File: config.mk
export PLATFORM = sky130hd
export DESIGN_NAME = pwm_from_count
export DESIGN_NICKNAME = d
export VERILOG_FILES = /design/src/rtl/pwm_from_count.sv
export SDC_FILE = /design/constraint.sdc
export NUM_CORES = 1
export LEC_CHECK = 0
export ABC_AREA = 1
export CORE_UTILIZATION = 35
export CTS_CLUSTER_DIAMETER = 50
export DETAILED_ROUTE_END_ITERATION = 8
export PLACE_DENSITY = 0.58
export REMOVE_ABC_BUFFERS = 1
export SYNTH_ARGS = -nofsm -noshare
export SYNTH_HDL_FRONTEND = slang
export SYNTH_SLANG_ARGS = --single-unit
File: constraint.sdc
create_clock -name clk -period 3.95 [get_ports clk]
set_input_delay 0.5925 -clock clk [delete_from_list [all_inputs] [get_ports clk]]
set_output_delay 0.5925 -clock clk [all_outputs]
set_load 0.01 [all_outputs]
File: src/rtl/pwm_from_count.sv
// PWM generator driven by an upstream free-running counter, with boundary-aligned
// duty updates (load/busy handshake) and a sticky count-sequence error monitor.
module pwm_from_count #(
  parameter int unsigned WIDTH      = 4,
  parameter int unsigned RESET_DUTY = 0
) (
  input  logic             clk,
  input  logic             rst,
  input  logic [WIDTH-1:0] count,
  input  logic [WIDTH-1:0] duty,
  input  logic             duty_load,
  input  logic             err_clr,
  output logic             pwm_out,
  output logic             period_start,
  output logic             duty_busy,
  output logic             seq_err
);

  localparam logic [WIDTH-1:0] RST_DUTY = WIDTH'(RESET_DUTY);

  logic [WIDTH-1:0] active_q, active_d;
  logic [WIDTH-1:0] pend_q, pend_d;
  logic             pend_vld_q, pend_vld_d;
  logic [WIDTH-1:0] prev_q;
  logic             prev_vld_q;
  logic             pwm_q, pwm_d;
  logic             ps_q, ps_d;
  logic             err_q, err_d;

  logic             boundary;
  logic             take_pend;
  logic             illegal;
  logic [WIDTH-1:0] prev_inc;
  logic [WIDTH-1:0] eff;

  // A held zero is not a new period; the first zero after reset is.
  assign boundary  = (count == '0) && (!prev_vld_q || (prev_q != '0));
  assign take_pend = boundary && pend_vld_q;
  assign prev_inc  = prev_q + WIDTH'(1);
  assign illegal   = prev_vld_q && !((count == prev_q) || (count == prev_inc) || (count == '0));
  assign eff       = take_pend ? pend_q : active_q;

  always_comb begin
    active_d   = active_q;
    pend_d     = pend_q;
    pend_vld_d = pend_vld_q;
    if (take_pend) begin
      active_d = pend_q;
    end
    // A load coinciding with the boundary queues for the following period.
    if (duty_load) begin
      pend_d     = duty;
      pend_vld_d = 1'b1;
    end else if (take_pend) begin
      pend_vld_d = 1'b0;
    end
    pwm_d = (count < eff);
    ps_d  = boundary;
    if (illegal) begin
      err_d = 1'b1;
    end else if (err_clr) begin
      err_d = 1'b0;
    end else begin
      err_d = err_q;
    end
  end

  always_ff @(posedge clk or posedge rst) begin
    if (rst) begin
      active_q   <= RST_DUTY;
      pend_q     <= '0;
      pend_vld_q <= 1'b0;
      prev_q     <= '0;
      prev_vld_q <= 1'b0;
      pwm_q      <= 1'b0;
      ps_q       <= 1'b0;
      err_q      <= 1'b0;
    end else begin
      active_q   <= active_d;
      pend_q     <= pend_d;
      pend_vld_q <= pend_vld_d;
      prev_q     <= count;
      prev_vld_q <= 1'b1;
      pwm_q      <= pwm_d;
      ps_q       <= ps_d;
      err_q      <= err_d;
    end
  end

  assign pwm_out      = pwm_q;
  assign period_start = ps_q;
  assign duty_busy    = pend_vld_q;
  assign seq_err      = err_q;

endmodule
==> results.toml <==
[setup_path]
path_class = "input pin to register"
ff2ff_path_depth = 10
cp.required_ns = 4.17
path_cells = "clkdlybuf4s50_1 > inv_2 > nand2_2 > nor2_4 > nand3_4 > o21ai_1 > ha_1 > a21o_1 > a21oi_2"
crit_family = "buffers and inverters"
critPathCaptureType = "register"
crit_path_max_incr_delay_ns = 0.52
cp.depth = 9
crit_path_start_kind = "input pin"
worstPathArrival_ns = 2.30
critPathMaxFanout = 7
critPathBufInv = 2
crit_slowest_cell = "clkdlybuf4s50_1"

[placed_design]
placed_area_um2 = 1037
dp_hpwl_mm = 1.151
portBuffers = 15
gp_congestion = 0.6669

[outcome]
outcome = "complete, no violations"

[cts]
clk_pin_slew_ns = 0.10
cts_resized = 0
cts_setup_buffers = 0
clk_latency_ns = 0.28
cts_buffers = 3
cts_tree = "yes"
hold_buffers = 0
cts-root-buf = "clkbuf_4"
cts_max_path_buffers = 2
cts_num_sinks = 17
h-tree-depth = 1

[timing]
worst_slew_pin_slew_ns = 0.6455
setup_viol = 0
max_freq_mhz = 481.8
setup-tns-final_ns = 0
rsz0062_at_grt = "false"
holdWs_ns = 0.4923
slew_viol_final = 0
skew_ns = 0.005841
period_needed_ns = 2.076
maxSlewHeadroom_pct = 56.92
finalCritPeriodShare_pct = 52.55
hold_viol_final = 0

[logic_synthesis]
ys_types = 21
synth_cells = 92
async_reset_ff_share_pct = 100.0
synth_edf_count = 0
ys.warnings.count = 0
synth_top_area_share_pct = 49.93
synthesis.area_um2 = 852.1
yosysSeqAreaShare_pct = 49.93
syn_avg_cell_area_um2 = 9.262
synth_area_leaders = "dfrtp_1, inv_1, nand2_1, ha_1, xnor2_1"
ys_ff_latch = 17
synth_common_cells = "inv_1, nand2_1, dfrtp_1, ha_1, nor2_1"
synth.most_common_cell = "inv_1"
synth_flop_cell = "dfrtp_1"
synth_top_area_cell = "dfrtp_1"

[grt]
grt_first_pass_wirelength_mm = 2.622
antenna_found_initial = 0
grt_pass1_vias = 660
grt_overflow = 0
grt_max_degree = 18
grt_usage_pct = 13.76

[worst_hold_path]
hold_class = "register to register"
hold_depth = 2

[floorplanning]
rows = 17
fp.dieW_um = 51.34
core-area_um2 = 2255
io_pins = 16
dieArea_um2 = 2636
dieHeight_um = 51.34
initial_core_util_pct = 37.79

[finish]
areaGrowthSynthToFinish_pct = 24.82
fillers = 230
final_cell_area_um2 = 1064
drive_above_1_share_pct = 9.910
diodes = 0
layout.nets = 129

[route]
drc = 0
vias_per_cell = 4.468
drt-pass1-iter-count = 4
ant_nets = 0
wl_per_cell_um = 10.50
first_iter_violations = 8
routed_wl_mm = 1.460
via_count = 621

[flow_run]
cap_violations = 0

[power_and_ir_drop]
p_leak_nw = 0.5377
p_per_area_nw_per_um2 = 364.7
ir_worst_vdd_uv = 190.3
metal layers:
metal / part of all wire [%] / wire length (um) / up-vias / global-route usage, %
met5: 0 / 0 / - / 0
met4: 0.96 / 14 / 0 / 6.757
met3: 2.5 / 37 / 2 / 1.786
met2: 50 / 734 / 10 / 26.10
met1: 46 / 674 / 291 / 14.74
li1: - / - / 318 / -
path summary, 6_finish.rpt:
check / start / end / slack [ns]
setup / recovery: count[1] / pwm_out / 1.87
hold / removal: seq_err / seq_err / 0.49
setup reg to reg: prev_q[0] / pwm_out / 2.09
hold reg to reg: seq_err / seq_err / 0.49
max in group asynchronous: rst / seq_err / 2.85
min in group asynchronous: rst / pend_q[3] / 0.69
state kept, by name, summed over array words and instances (netlist names):
signal and cells:
pwm_out 1, duty_busy 1, prev_vld_q 1, active_q 4
period_start 1, seq_err 1, pend_q 4, prev_q 4
power breakdown:
part,internal (W),switching (W)
combinational,0.0000471,0.0000474
sequential,0.000195,0.00000859
clock,0.0000392,0.0000505
total,0.000281,0.000107
layout make-up:
class                           instances  area (um^2)  area share [%]
Multi-Input combinational cell         54        347.8           32.71
Tap cell                               28        35.03           3.294
Clock buffer                            4        26.28           2.471
Timing Repair Buffer                   15        150.1           14.12
Sequential cell                        17        425.4           40.00
Inverter                               21        78.83           7.412
worst reg2reg max path, cell delays in order (launching register included):
cell	delay, ns
dfrtp_1	0.42
inv_1	0.08
ha_1	0.21
nand2_1	0.06
inv_1	0.03
nand2_1	0.14
nand3_4	0.13
o21ai_1	0.19
ha_1	0.28
a21o_1	0.19
a21oi_2	0.09
layout by cell type (no fill, tap or decap):
master,instances
a21o_1,2
xor2_1,1
clkbuf_1,1
inv_2,1
clkdlybuf4s50_1,15
ha_1,5
nand2_1,19
xnor2_1,4
nor2_1,5
o21ai_1,3
clkbuf_4,3
nor3_1,1
a21oi_2,1
nand2_2,1
and2_1,1
o21ai_0,1
inv_1,20
conb_1,1
nand3_1,1
dfrtp_1,17
mux2_2,3
nor2_4,1
nand4_1,3
nand3_4,1
through the flow:
stage | setup slack [ns] | total power [W] | util, % | cells
after floorplan | 2.240 | 0.0002646 | - | 92
after global placement | 1.641 | 0.0002992 | 46.00 | 135
after detailed placement | 1.571 | 0.0003030 | 46.00 | 135
after CTS | 1.876 | 0.0003954 | 47.17 | 139
after global routing | 1.757 | 0.0004191 | 47.17 | 139
final | 1.874 | 0.0003879 | 47.17 | 139
cells by family after synthesis:
group / synth area share (%)
simple gates: 18.80
buf+inv: 9.250
flops: 49.93
compound gates: 5.138
fa+ha+maj: 7.342
xor+xnor: 5.139
mux: 3.964
other cells: 0.4401
(Power assumes the default switching activity.)
